===== config.mk =====
export PLATFORM = sky130hd
export DESIGN_NAME = robot_motor_driver
export DESIGN_NICKNAME = d
export VERILOG_FILES = /design/src/rtl/robot_motor_pkg.sv /design/src/rtl/robot_motor_driver_phase_gen.sv /design/src/rtl/robot_motor_driver.sv
export SDC_FILE = /design/constraint.sdc
export NUM_CORES = 1
export LEC_CHECK = 0
export BUFFER_PORTS_ARGS = -buffer_cell sky130_fd_sc_hd__buf_2
export CAP_MARGIN = 20
export CORE_UTILIZATION = 45
export CTS_CLUSTER_DIAMETER = 150
export CTS_CLUSTER_SIZE = 30
export DETAILED_ROUTE_END_ITERATION = 7
export GPL_TIMING_DRIVEN = 1
export PLACE_DENSITY_LB_ADDON = 0.15
export SLEW_MARGIN = 0
export SYNTH_ARGS = -nofsm -noshare
export SYNTH_HDL_FRONTEND = slang
export SYNTH_SLANG_ARGS = --single-unit

===== constraint.sdc =====
create_clock -name clk -period 5.4 [get_ports clk]
set_input_delay 1.08 -clock clk [delete_from_list [all_inputs] [get_ports clk]]
set_output_delay 1.08 -clock clk [all_outputs]
set_load 0.005 [all_outputs]

===== src/rtl/robot_motor_pkg.sv =====
// -----------------------------------------------------------------------------
// robot_motor_pkg
// Shared definitions for the stepper-motor back end of the wall-following
// robot:
//   state_e      - top-level FSM states (IDLE, ADVANCE, ROTATE, FAULT)
//   FWD / BWD    - step direction encoding used by stepper_phase_gen
//   PHASE_RESET  - coil pattern for phase index 0
//   ODO_W        - odometer width
//   phase_decode - 2-bit phase index to one-hot coil drive
// -----------------------------------------------------------------------------
package robot_motor_pkg;

   typedef enum logic [1:0] {
      IDLE    = 2'd0,
      ADVANCE = 2'd1,
      ROTATE  = 2'd2,
      FAULT   = 2'd3
   } state_e;

   localparam logic FWD = 1'b0;
   localparam logic BWD = 1'b1;

   localparam logic [3:0] PHASE_RESET = 4'b0001;

   localparam int ODO_W = 16;

   // Index 0..3 energizes coil 0..3; shifting the reset pattern keeps the
   // index-0 pattern and the decode in one place.
   function automatic logic [3:0] phase_decode(input logic [1:0] idx);
      return PHASE_RESET << idx;
   endfunction

endpackage


===== src/rtl/robot_motor_driver_phase_gen.sv =====
// -----------------------------------------------------------------------------
// stepper_phase_gen
// Full-step wave sequencer for one wheel. Holds a 2-bit phase index that moves
// one position per enabled cycle in the requested direction and drives the
// matching one-hot coil pattern. The index is never cleared except by reset,
// so the last energized coil stays on for holding torque.
// Ports:
//   clk      in   system clock
//   reset    in   asynchronous active-low reset (index -> 0)
//   step_en  in   advance the index by one position this cycle
//   dir      in   FWD: index + 1 mod 4, BWD: index - 1 mod 4
//   phase    out  one-hot coil drive for the current index
// -----------------------------------------------------------------------------
module stepper_phase_gen
   import robot_motor_pkg::*;
(
   input  logic       clk,
   input  logic       reset,
   input  logic       step_en,
   input  logic       dir,
   output logic [3:0] phase
);

   logic [1:0] idx_q;
   logic [1:0] idx_d;

   // 2-bit arithmetic gives the mod-4 wrap in both directions for free.
   always_comb begin
      idx_d = idx_q;
      if (step_en) begin
         if (dir == FWD) begin
            idx_d = idx_q + 2'd1;
         end else begin
            idx_d = idx_q - 2'd1;
         end
      end
   end

   always_ff @(posedge clk or negedge reset) begin
      if (!reset) begin
         idx_q <= 2'd0;
      end else begin
         idx_q <= idx_d;
      end
   end

   assign phase = phase_decode(idx_q);

endmodule


===== src/rtl/robot_motor_driver.sv =====
// -----------------------------------------------------------------------------
// robot_motor_driver
// Stepper back end for the wall-following robot controller. Converts the
// controller's advance (a) / rotate (r) command levels into full-step wave
// sequences for the left and right wheels, paced by a STEP_DIV clock divider.
// Rotations run as uninterruptible quanta of TURN_STEPS steps (clockwise in
// place: left forward, right backward). Simultaneous a and r is illegal and
// parks the driver in FAULT with the coils de-energized until both drop.
// Parameters:
//   STEP_DIV    clock cycles per step tick (>= 2)
//   TURN_STEPS  steps per rotation quantum (>= 1)
// Ports:
//   clk          in   system clock
//   reset        in   asynchronous active-low reset
//   a            in   advance request (level)
//   r            in   rotate request (level)
//   left_phase   out  left coil drive, one-hot or zero in FAULT
//   right_phase  out  right coil drive, one-hot or zero in FAULT
//   busy         out  high in ADVANCE or ROTATE
//   done         out  one-cycle pulse after the last step of a rotation
//   fault        out  high in FAULT
//   odometer     out  advance step count, wraps mod 2^ODO_W
// -----------------------------------------------------------------------------
module robot_motor_driver
   import robot_motor_pkg::*;
#(
   parameter int STEP_DIV   = 4,
   parameter int TURN_STEPS = 8
)(
   input  logic             clk,
   input  logic             reset,
   input  logic             a,
   input  logic             r,
   output logic [3:0]       left_phase,
   output logic [3:0]       right_phase,
   output logic             busy,
   output logic             done,
   output logic             fault,
   output logic [ODO_W-1:0] odometer
);

   localparam int TICK_W = (STEP_DIV > 1) ? $clog2(STEP_DIV) : 1;
   localparam int TURN_W = $clog2(TURN_STEPS + 1);

   localparam logic [TICK_W-1:0] TICK_LAST = TICK_W'(STEP_DIV - 1);
   localparam logic [TURN_W-1:0] TURN_LAST = TURN_W'(TURN_STEPS - 1);

   generate
      if (STEP_DIV < 2) begin : g_bad_step_div
         $error("robot_motor_driver: STEP_DIV must be at least 2");
      end
      if (TURN_STEPS < 1) begin : g_bad_turn_steps
         $error("robot_motor_driver: TURN_STEPS must be at least 1");
      end
   endgenerate

   state_e            state_q;
   state_e            state_d;
   logic [TICK_W-1:0] tick_q;
   logic [TICK_W-1:0] tick_d;
   logic [TURN_W-1:0] turn_q;
   logic [TURN_W-1:0] turn_d;
   logic [ODO_W-1:0]  odometer_q;
   logic [ODO_W-1:0]  odometer_d;
   logic              done_q;
   logic              done_d;

   logic              tick;
   logic              adv_step;
   logic              rot_step;
   logic              wheel_step;
   logic              right_dir;
   logic [3:0]        left_raw;
   logic [3:0]        right_raw;

   // A tick is the last cycle of each STEP_DIV-long step period.
   assign tick = (tick_q == TICK_LAST);

   // ---------------------------------------------------------------------
   // Next-state and datapath control
   // ---------------------------------------------------------------------
   always_comb begin
      state_d    = state_q;
      tick_d     = '0;
      turn_d     = turn_q;
      odometer_d = odometer_q;
      done_d     = 1'b0;
      adv_step   = 1'b0;
      rot_step   = 1'b0;

      case (state_q)
         IDLE: begin
            // Tick counter already idles at zero, so entering a motion
            // state starts a fresh step period.
            turn_d = '0;
            if (a && r) begin
               state_d = FAULT;
            end else if (a) begin
               state_d = ADVANCE;
            end else if (r) begin
               state_d = ROTATE;
            end
         end

         ADVANCE: begin
            tick_d = tick ? '0 : tick_q + TICK_W'(1);
            // Commands only matter at the tick; a stop request therefore
            // waits for the end of the current step period.
            if (tick) begin
               if (!a) begin
                  state_d = IDLE;
               end else if (r) begin
                  state_d = FAULT;
               end else begin
                  adv_step   = 1'b1;
                  odometer_d = odometer_q + ODO_W'(1);
               end
            end
         end

         ROTATE: begin
            tick_d = tick ? '0 : tick_q + TICK_W'(1);
            // a and r are deliberately not looked at: the quantum always
            // completes so the heading changes by a fixed angle.
            if (tick) begin
               rot_step = 1'b1;
               if (turn_q == TURN_LAST) begin
                  turn_d  = '0;
                  done_d  = 1'b1;
                  state_d = IDLE;
               end else begin
                  turn_d = turn_q + TURN_W'(1);
               end
            end
         end

         FAULT: begin
            if (!a && !r) begin
               state_d = IDLE;
            end
         end

         default: begin
            state_d = IDLE;
         end
      endcase
   end

   // ---------------------------------------------------------------------
   // State registers
   // ---------------------------------------------------------------------
   always_ff @(posedge clk or negedge reset) begin
      if (!reset) begin
         state_q    <= IDLE;
         tick_q     <= '0;
         turn_q     <= '0;
         odometer_q <= '0;
         done_q     <= 1'b0;
      end else begin
         state_q    <= state_d;
         tick_q     <= tick_d;
         turn_q     <= turn_d;
         odometer_q <= odometer_d;
         done_q     <= done_d;
      end
   end

   // ---------------------------------------------------------------------
   // Wheel sequencers: both wheels step together; only the right wheel
   // reverses direction during a rotation.
   // ---------------------------------------------------------------------
   assign wheel_step = adv_step | rot_step;
   assign right_dir  = rot_step ? BWD : FWD;

   stepper_phase_gen u_left (
      .clk     (clk),
      .reset   (reset),
      .step_en (wheel_step),
      .dir     (FWD),
      .phase   (left_raw)
   );

   stepper_phase_gen u_right (
      .clk     (clk),
      .reset   (reset),
      .step_en (wheel_step),
      .dir     (right_dir),
      .phase   (right_raw)
   );

   // ---------------------------------------------------------------------
   // Outputs. FAULT only blanks the coil drive; the stored phase indices
   // are untouched so motion resumes from the same rotor position.
   // ---------------------------------------------------------------------
   assign left_phase  = (state_q == FAULT) ? 4'b0000 : left_raw;
   assign right_phase = (state_q == FAULT) ? 4'b0000 : right_raw;
   assign busy        = (state_q == ADVANCE) || (state_q == ROTATE);
   assign fault       = (state_q == FAULT);
   assign done        = done_q;
   assign odometer    = odometer_q;

endmodule


==> load_flow_metrics.sql <==
INSERT INTO impl_metrics (metric_group, metric, value, unit) VALUES
('outcome', 'run_status', 'completed', ''),
('drt', 'postRouteWirelength', '2.75', 'mm'),
('cts', 'cts.root.buffer_cell', 'sky130_fd_sc_hd__clkbuf_4', ''),
('cts', 'post-cts-setup-buffers', '0', ''),
('run', 'max-cap-violations', '0', ''),
('drt', 'ant_nets', '0', ''),
('placed_design', 'dp.final_hpwl', '1.98', 'mm'),
('critical_path', 'cp_slowest_stage_delay', '0.42', 'ns'),
('layout', 'fin_util', '54.4', '%'),
('drt', 'drt_initial_violations', '85', ''),
('critical_path', 'crit_path_cell_trace', 'ha_1, and3b_1, buf_2', ''),
('sta', 'setup-violations-final', '0', ''),
('critical_path', 'crit_slowest_cell', 'sky130_fd_sc_hd__dfrtp_1', ''),
('synthesis', 'ys_types', '37', ''),
('floorplanning', 'design.core.area', '3360', 'um^2'),
('floorplanning', 'die_area', '3760', 'um^2'),
('placed_design', 'globalplace.congestion', '0.745', ''),
('cts', 'insertion_delay', '0.34', 'ns'),
('sta', 'grt_setup_unrepaired', 'no', ''),
('synthesis', 'syn_avg_cell_area', '11.2', 'um^2'),
('synthesis', 'synth.ff_latch_count', '29', ''),
('layout', 'drive_above_1_share', '25.4', '%'),
('cts', 'cts_hold_buf', '0', ''),
('cts', 'htreeDepth', '2', ''),
('critical_path', 'worst_ep_required_time', '4.32', 'ns'),
('placed_design', 'port_buffers', '30', ''),
('critical_path', 'worst-setup-path-type', 'reg -> out', ''),
('drt', 'drc', '0', ''),
('synthesis', 'top_post_synthesis_cells_by_area', 'sky130_fd_sc_hd__dfrtp_1 (46%), sky130_fd_sc_hd__ha_1 (10%), sky130_fd_sc_hd__xnor2_1 (6.6%)', ''),
('cts', 'clock-sinks', '29', ''),
('critical_path', 'worstPathArrival', '1.44', 'ns'),
('floorplanning', 'die_h', '61.4', 'um'),
('cts', 'tritoncts', 'done', ''),
('sta', 'peak_freq', '397', 'MHz'),
('sta', 'worst_hold_margin', '0.444', 'ns'),
('synthesis', 'yosys.area.top_type', 'sky130_fd_sc_hd__dfrtp_1', ''),
('pwr', 'vdd_drop_max', '0.228', 'mV'),
('floorplanning', 'die_width', '61.4', 'um'),
('sta', 'tightest_slew', '0.649', 'ns'),
('hold_path', 'holdCritPathClass', 'reg -> reg', ''),
('sta', 'timing.slew.headroom', '56.8', '%'),
('synthesis', 'yosysMostFrequentCell', 'sky130_fd_sc_hd__dfrtp_1', ''),
('layout', 'finalNonFillerCells', '223', ''),
('drt', 'firstDrtPassIters', '4', ''),
('grt', 'gr-usage-all-layers', '17.4', '%'),
('critical_path', 'setup.worst_path.start_class', 'flip-flop', ''),
('synthesis', 'synth-warning-count', '0', ''),
('synthesis', 'synth_fp_nets', '159', ''),
('critical_path', 'critical_path.max_fanout', '10', ''),
('grt', 'grt_max_degree', '30', ''),
('sta', 'final_min_period_over_clock_period', '46.6', '%'),
('pwr', 'power.static_leakage', '0.982', 'nW'),
('synthesis', 'ys_dominant_reg_cell', 'sky130_fd_sc_hd__dfrtp_1', ''),
('pwr', 'p_seq_share', '43.1', '%'),
('critical_path', 'r2r_cells', '6', ''),
('synthesis', 'synth-seq-area-share', '45.8', '%'),
('sta', 'skew', '0.00668', 'ns'),
('cts', 'clk_path_buf_depth', '2', ''),
('grt', 'first_pass_grt_wire_length', '4.58', 'mm'),
('floorplanning', 'initial_core_util', '47.1', '%'),
('synthesis', 'ys_async_sr_fraction', '100', '%'),
('cts', 'cts-buffers-inserted', '5', ''),
('pwr', 'power.internal', '0.428', 'mW'),
('synthesis', 'ys_top_cells_by_count', 'sky130_fd_sc_hd__dfrtp_1 (29), sky130_fd_sc_hd__ha_1 (13), sky130_fd_sc_hd__nand2_1 (12), sky130_fd_sc_hd__xnor2_1 (12), sky130_fd_sc_hd__nor2_1 (8)', ''),
('placed_design', 'post-place-cells', '215', ''),
('pwr', 'comb_power_share', '37.7', '%'),
('grt', 'antenna_found_initial', '0', ''),
('synthesis', 'synth_area', '1590', 'um^2'),
('sta', 'hold_violations', '0', ''),
('synthesis', 'netlist_instances', '142', ''),
('cts', 'clk_pin_slew_worst_paths', '0.09', 'ns');
-- critical path, delay by kind of cell (launching register included) --
kind	cells	cell delay, ns
fa+ha+maj	1	0.36
simple gates	1	0.21
buf+inv	1	0.12
flops	1	0.42
-- metrics by stage --
step	setup slack, ns	power, mW	cell area [um^2]
2_1_floorplan	3.19	0.470	1590
3_3_place_gp	3.15	0.541	1780
3_5_place_dp	3.12	0.554	1780
4_1_cts	2.85	0.686	1830
6_report	2.88	0.672	1830
5_1_grt	2.78	0.729	1830
-- area by class of cell --
cell class | instances | area (um^2)
clock inverter | 2 | 10.0
clock buffer | 6 | 41.3
timing repair buffer | 30 | 150
tap | 46 | 57.6
inverter | 6 | 22.5
sequential | 29 | 726
fill | 317 | 1530
multi-input combinational | 104 | 823
-- placed cells by master, fill, tap and decap left out, types with 2 or more instances in the layout --
master                     synthesis  routed
sky130_fd_sc_hd__and4_1            3       3
sky130_fd_sc_hd__mux2i_1           5       5
sky130_fd_sc_hd__nand2_1          12      12
sky130_fd_sc_hd__nor2_1            8       8
sky130_fd_sc_hd__clkbuf_4          0       5
sky130_fd_sc_hd__buf_2             2      30
sky130_fd_sc_hd__and3_1            2       2
sky130_fd_sc_hd__xor2_1            6       6
sky130_fd_sc_hd__clkinv_2          0       2
sky130_fd_sc_hd__nand4_1           6       6
sky130_fd_sc_hd__a21oi_1           2       2
sky130_fd_sc_hd__dfrtp_1          29      29
sky130_fd_sc_hd__inv_1             6       6
sky130_fd_sc_hd__nor3b_1           4       4
sky130_fd_sc_hd__ha_1             13      13
sky130_fd_sc_hd__xnor2_1          12      12
sky130_fd_sc_hd__mux2_2            3       3
sky130_fd_sc_hd__o21ai_0           4       4
sky130_fd_sc_hd__nor2b_1           5       5
-- kinds of logic (layout without fill, tap and decap cells) --
| group | count (synthesis) | after routing | share of synthesized area (%) |
|---|---|---|---|
| adder cells (fa/ha/maj) | 13 | 13 | 10.3 |
| buffers and inverters | 9 | 44 | 2.29 |
| multiplexers | 8 | 8 | 5.29 |
| flip-flops | 29 | 29 | 45.8 |
| AND/OR/NAND/NOR | 52 | 52 | 21.2 |
| AO/OA/AOI/OAI | 13 | 13 | 5.29 |
| XOR/XNOR | 18 | 18 | 9.94 |
-- flip-flops by register name (all words and copies together), names as in the netlist --
name and count:
odometer 16, turn_q 4, state_q 2, tick_q 2, u_left.idx_q 2, u_right.idx_q 2
done 1
-- per-layer routing --
layer / up-vias / global-route usage (%) / part of all wire, %
met3: 8 / 5.04 / 3.9
met1: 533 / 21.2 / 46
met2: 25 / 27.2 / 48
met4: 0 / 10.5 / 2.9
li1: 560 / - / -
met5: - / 0 / 0
-- final timing paths --
kind | from | slack (ns) | end
min in group asynchronous | reset | 0.76 | odometer[5]$_DFFE_PN0P_
min | tick_q[0]$_DFF_PN0_ | 0.44 | tick_q[0]$_DFF_PN0_
min reg2reg | tick_q[0]$_DFF_PN0_ | 0.44 | tick_q[0]$_DFF_PN0_
max in group asynchronous | reset | 4.22 | tick_q[0]$_DFF_PN0_
max reg2reg | state_q[1]$_DFFE_PN0P_ | 3.58 | odometer[15]$_DFFE_PN0P_
max | state_q[1]$_DFFE_PN0P_ | 2.88 | right_phase[3]
-- power by group through the flow --
stage	registers, mW	clock network [mW]	logic, mW
after global placement	0.291	0	0.249
final	0.290	0.129	0.253
after detailed placement	0.296	0	0.258
after global routing	0.297	0.142	0.290
after CTS	0.291	0.135	0.259
after floorplan	0.286	0	0.184
Power figures use the tool's default switching activity.
